==> src/rtl/countdown_timer.sv <==
// Two-digit BCD countdown timer with prescaled tick, pause and blinking done.
// Drives a pair of seven-segment codes for the units and tens digits.
module countdown_timer #(
  parameter int CNT_MAX_FAST = 5_999_999,
  parameter int CNT_MAX_SLOW = 11_999_999
) (
  input  logic       clk,
  input  logic       rst,
  input  logic       load,
  input  logic [3:0] load_tens,
  input  logic [3:0] load_units,
  input  logic       start,
  input  logic       hold,
  input  logic       speed,
  output logic [8:0] led_out1,
  output logic [8:0] led_out2,
  output logic       done
);

  typedef enum logic [1:0] {
    IDLE,
    RUN,
    PAUSE,
    DONE
  } state_t;

  state_t      state, state_nx;
  logic [3:0]  tens, tens_nx;
  logic [3:0]  units, units_nx;
  logic [24:0] cnt, cnt_nx;
  logic        blink, blink_nx;
  logic [24:0] cnt_max;
  logic        wrap;
  logic        blank;
  logic [3:0]  tens_ld;
  logic [3:0]  units_ld;

  function automatic logic [8:0] seg(input logic [3:0] d);
    case (d)
      4'd0:    seg = 9'h03f;
      4'd1:    seg = 9'h006;
      4'd2:    seg = 9'h05b;
      4'd3:    seg = 9'h04f;
      4'd4:    seg = 9'h066;
      4'd5:    seg = 9'h06d;
      4'd6:    seg = 9'h07d;
      4'd7:    seg = 9'h007;
      4'd8:    seg = 9'h07f;
      4'd9:    seg = 9'h06f;
      default: seg = 9'h000;
    endcase
  endfunction

  // >= rather than == so a speed change mid-count still wraps
  assign cnt_max  = speed ? 25'(CNT_MAX_SLOW)
                          : 25'(CNT_MAX_FAST);
  assign wrap     = cnt >= cnt_max;
  assign tens_ld  = (load_tens > 4'd6) ? 4'd6 : load_tens;
  assign units_ld = (load_units > 4'd9) ? 4'd9 : load_units;

  always_ff @(posedge clk) begin
    if (rst) begin
      state <= IDLE;
      tens  <= 4'd0;
      units <= 4'd0;
      cnt   <= 25'd0;
      blink <= 1'b0;
    end else begin
      state <= state_nx;
      tens  <= tens_nx;
      units <= units_nx;
      cnt   <= cnt_nx;
      blink <= blink_nx;
    end
  end

  always_comb begin
    state_nx = state;
    tens_nx  = tens;
    units_nx = units;
    cnt_nx   = cnt;
    blink_nx = blink;
    unique case (state)
      IDLE: begin
        if (load) begin
          tens_nx  = tens_ld;
          units_nx = units_ld;
          cnt_nx   = 25'd0;
          blink_nx = 1'b0;
        end else if (start && (tens != 4'd0 || units != 4'd0)) begin
          state_nx = RUN;
          cnt_nx   = 25'd0;
        end
      end
      RUN: begin
        if (hold) begin
          state_nx = PAUSE;
        end else if (wrap) begin
          cnt_nx = 25'd0;
          if (units != 4'd0) begin
            units_nx = units - 4'd1;
          end else begin
            units_nx = 4'd9;
            tens_nx  = tens - 4'd1;
          end
          if (tens == 4'd0 && units == 4'd1) state_nx = DONE;
        end else begin
          cnt_nx = cnt + 25'd1;
        end
      end
      PAUSE: begin
        if (!hold) state_nx = RUN;
      end
      DONE: begin
        if (load) begin
          state_nx = IDLE;
          tens_nx  = tens_ld;
          units_nx = units_ld;
          cnt_nx   = 25'd0;
          blink_nx = 1'b0;
        end else if (wrap) begin
          cnt_nx   = 25'd0;
          blink_nx = ~blink;
        end else begin
          cnt_nx = cnt + 25'd1;
        end
      end
    endcase
  end

  assign blank    = (state == DONE) && blink;
  assign led_out1 = blank ? 9'h000 : seg(units);
  assign led_out2 = blank ? 9'h000 : seg(tens);
  assign done     = (state == DONE);

endmodule

==> config.mk <==
export PLATFORM = sky130hd
export DESIGN_NAME = countdown_timer
export DESIGN_NICKNAME = d
export VERILOG_FILES = /design/src/rtl/countdown_timer.sv
export SDC_FILE = /design/constraint.sdc
export NUM_CORES = 1
export LEC_CHECK = 0
export ABC_AREA = 1
export CAP_MARGIN = 20
export CORE_MARGIN = 2
export CORE_UTILIZATION = 30
export DETAILED_ROUTE_END_ITERATION = 10
export PLACE_DENSITY = 0.56
export SLEW_MARGIN = 10
export SYNTH_ARGS = -nofsm -noshare
export SYNTH_HDL_FRONTEND = slang
export SYNTH_SLANG_ARGS = --single-unit
==> constraint.sdc <==
create_clock -name clk -period 2.7 [get_ports clk]
set_input_delay 0.405 -clock clk [delete_from_list [all_inputs] [get_ports clk]]
set_output_delay 0.405 -clock clk [all_outputs]
set_load 0.02 [all_outputs]
==> results.toml <==
[synthesis]
ys_seq_area_share_pct = 29.23
ys.warnings.count = 0
netlist_instances = 503
synth-main-ff-cell = "dfxtp_1"
syn-cell-area_sq_mm = 0.003425
ys_async_sr_fraction_pct = 0
synth_cell_types = 39
synth_edf_count = 0
ys_ff_latch = 50
avgSynthCellArea_sq_um = 6.808

[timing]
min_period_ns = 2.492
fin_crit_sh_pct = 92.31
rsz0062_at_grt = "no"
fmax_ghz = 0.4012
fin_skew_ns = 0.006376
setup_viol = 0
final_hold_viol_count = 0
drv_slew = 0

[setup_path]
cp_cell_sequence = "dlygate4sd2_1 -> buf_6 -> ha_1 -> nand2_1 -> nand2_1 -> nand3_1 -> nor2_2 -> nor2_4 -> nand4_4 -> nand3_4 -> nand2_1 -> nand2_1 -> nand2_1 -> buf_4 -> ha_1 -> inv_1 -> nand3_1 -> nand3_1 -> nand2_1"
slowest_stage = "ha_1"
critPathMostFrequentCell = "nand2_1"
worstPathRequired_ns = 2.89
crit_type = "primary input to flop"
critPathMaxStageDelay_ns = 0.28
cp_top_family = "simple AND/OR/NAND/NOR gates"
worstPathBufferInverterCount = 4
cp_max_fo = 5
endpoint_kind = "flop"
start_kind = "primary input"
crit_arrival_ns = 2.68

[routing]
drc = 0
vias = 3136
dr.pass1.iters = 4
drt_iter0_markers = 108
antenna_left = 0
routed_wl_um = 7569
vias_per_cell = 4.499
post_drt_wl_per_cell_um = 10.86

[global_route]
antenna_found_initial = 0
grt_pass1_wl_um = 13210
grt_usage_pct = 12.78
grt_pass1_vias = 2934
grt.overflow.total = 0
grt_max_degree = 26

[cts]
cts.clk_slew.worst_paths_ns = 0.07
cts_buffers = 5
clock_latency_ns = 0.29
cts_hold_buf = 0
ctsLongestPathBuffers = 2
cts_tree = "built"
cts_root_buffer = "clkbuf_16"
clock-sinks = 50
htreeDepth = 2

[placed_design]
io_buffers = 28
dp_hpwl_um = 5811
place_congestion = 0.8437
placed_cells = 686

[finish]
drive_above_1_share_pct = 14.44
antenna_cells = 0
nFillCells = 1211
nets = 597
final_common_cell = "nand2_1"
final_cell_mix = "nand2_1, inv_1, nor2_1, dfxtp_1, nand3_1"
fin_cells = 697
syn2layout_area_growth_pct = 24.30

[floorplan]
rows = 39
start_util_pct = 30.38
die_h_um = 110.8
dieArea_sq_mm = 0.01229
boundaryPins = 33
fp.dieW_um = 110.8
core_sq_mm = 0.01127

[outcome]
status = "complete, no violations"

[pwr]
p_per_area_mw_per_mm2 = 929.2
peakVddDrop_mv = 0.3658
leakagePower_uw = 0.001943
power_uw = 3955

[min_path]
hold_class = "flop to flop"

[job]
timing.max_cap.violations = 0
-- repair_timing --
item	4_1_cts	5_1_grt
pin swaps	4	9
cloned	1	0
buffers inserted	0	2
gates resized for setup	7	13
endpoints found under the setup margin	12	8
-- synth_stat cells (6+ instances only) --
library cell | number | area, sq um
nand3_1 | 31 | 155.2
nor3_1 | 6 | 30.03
dfxtp_1 | 50 | 1001
o21ai_0 | 15 | 75.07
nand2_1 | 122 | 457.9
a21oi_1 | 12 | 60.06
inv_1 | 71 | 266.5
nand4_1 | 8 | 50.05
nor2_2 | 10 | 62.56
nor2_1 | 73 | 274.0
ha_1 | 30 | 375.4
xor2_1 | 13 | 113.9
-- per-stage QoR --
step / hold slack (ns) / TNS, ns / util, % / cell area, sq um / setup slack [ns]
finish: 0.4787 / 0 / 37.76 / 4257 / 0.2077
floorplan: 0.4381 / 0 / - / 3436 / 0.2190
global route: 0.4927 / 0 / 37.76 / 4257 / 0.006899
CTS: 0.4729 / 0 / 36.91 / 4160 / 0.1656
global placement: 0.4496 / -3.991 / 35.35 / 3985 / -0.3335
detailed placement: 0.4627 / -5.184 / 35.35 / 3985 / -0.4173
-- routing by layer --
metal  vias up  track usage, %  part of all wire, %
met1      1404           16.81                   49
met4         0           4.250                  1.7
met3         9           1.914                  2.8
met5         -               0                    0
li1       1682               -                    -
met2        41           21.47                   46
-- path summary, 6_finish.rpt --
path	from	slack [ns]	cells after the start	end
min	blink$_SDFFE_PP0P_	0.48	2	blink$_SDFFE_PP0P_
max reg2reg	cnt[21]$_SDFFE_PP0P_	0.31	17	flop
max	speed	0.21	19	flop
min reg2reg	blink$_SDFFE_PP0P_	0.48	2	blink$_SDFFE_PP0P_
-- worst register-to-register path: stages (launching register included) --
cell and delay, ns:
dfxtp_1 0.41, ha_1 0.27, nand2_2 0.09, nor2_4 0.05, nand2_1 0.07, nand3_2 0.08
nor2_4 0.19, nand4_4 0.18, nand3_4 0.16, nand2_1 0.06, nand2_1 0.07, nand2_1 0.07
buf_4 0.16, ha_1 0.19, inv_1 0.05, nand3_1 0.07, nand3_1 0.08, nand2_1 0.05
-- power breakdown --
| group | switching [uW] | internal [uW] | total, uW |
|---|---|---|---|
| Combinational | 1380 | 916 | 2290 |
| Sequential | 95.1 | 920 | 1020 |
| Clock | 280 | 368 | 648 |
-- cell families (layout without fill, tap and decap cells) --
kind of cell	after synthesis	in the layout	share of synthesized area, %
flops	50	50	29.23
xor+xnor	17	17	4.348
simple gates	274	275	37.05
other cells	1	4	0.1095
compound gates	41	41	7.234
buf+inv	90	137	11.07
fa+ha+maj	30	30	10.96
-- area by class of cell --
cell class / count / area, sq um / area share [%]
Tap cell: 143 / 178.9 / 4.203
Timing Repair Buffer: 52 / 475.5 / 11.17
Clock inverter: 1 / 5.005 / 0.1176
Clock buffer: 7 / 142.6 / 3.351
Multi-Input combinational cell: 367 / 2162 / 50.79
Sequential cell: 50 / 1001 / 23.52
Inverter: 77 / 291.5 / 6.849
No activity file was read; power rests on OpenSTA's default activity.
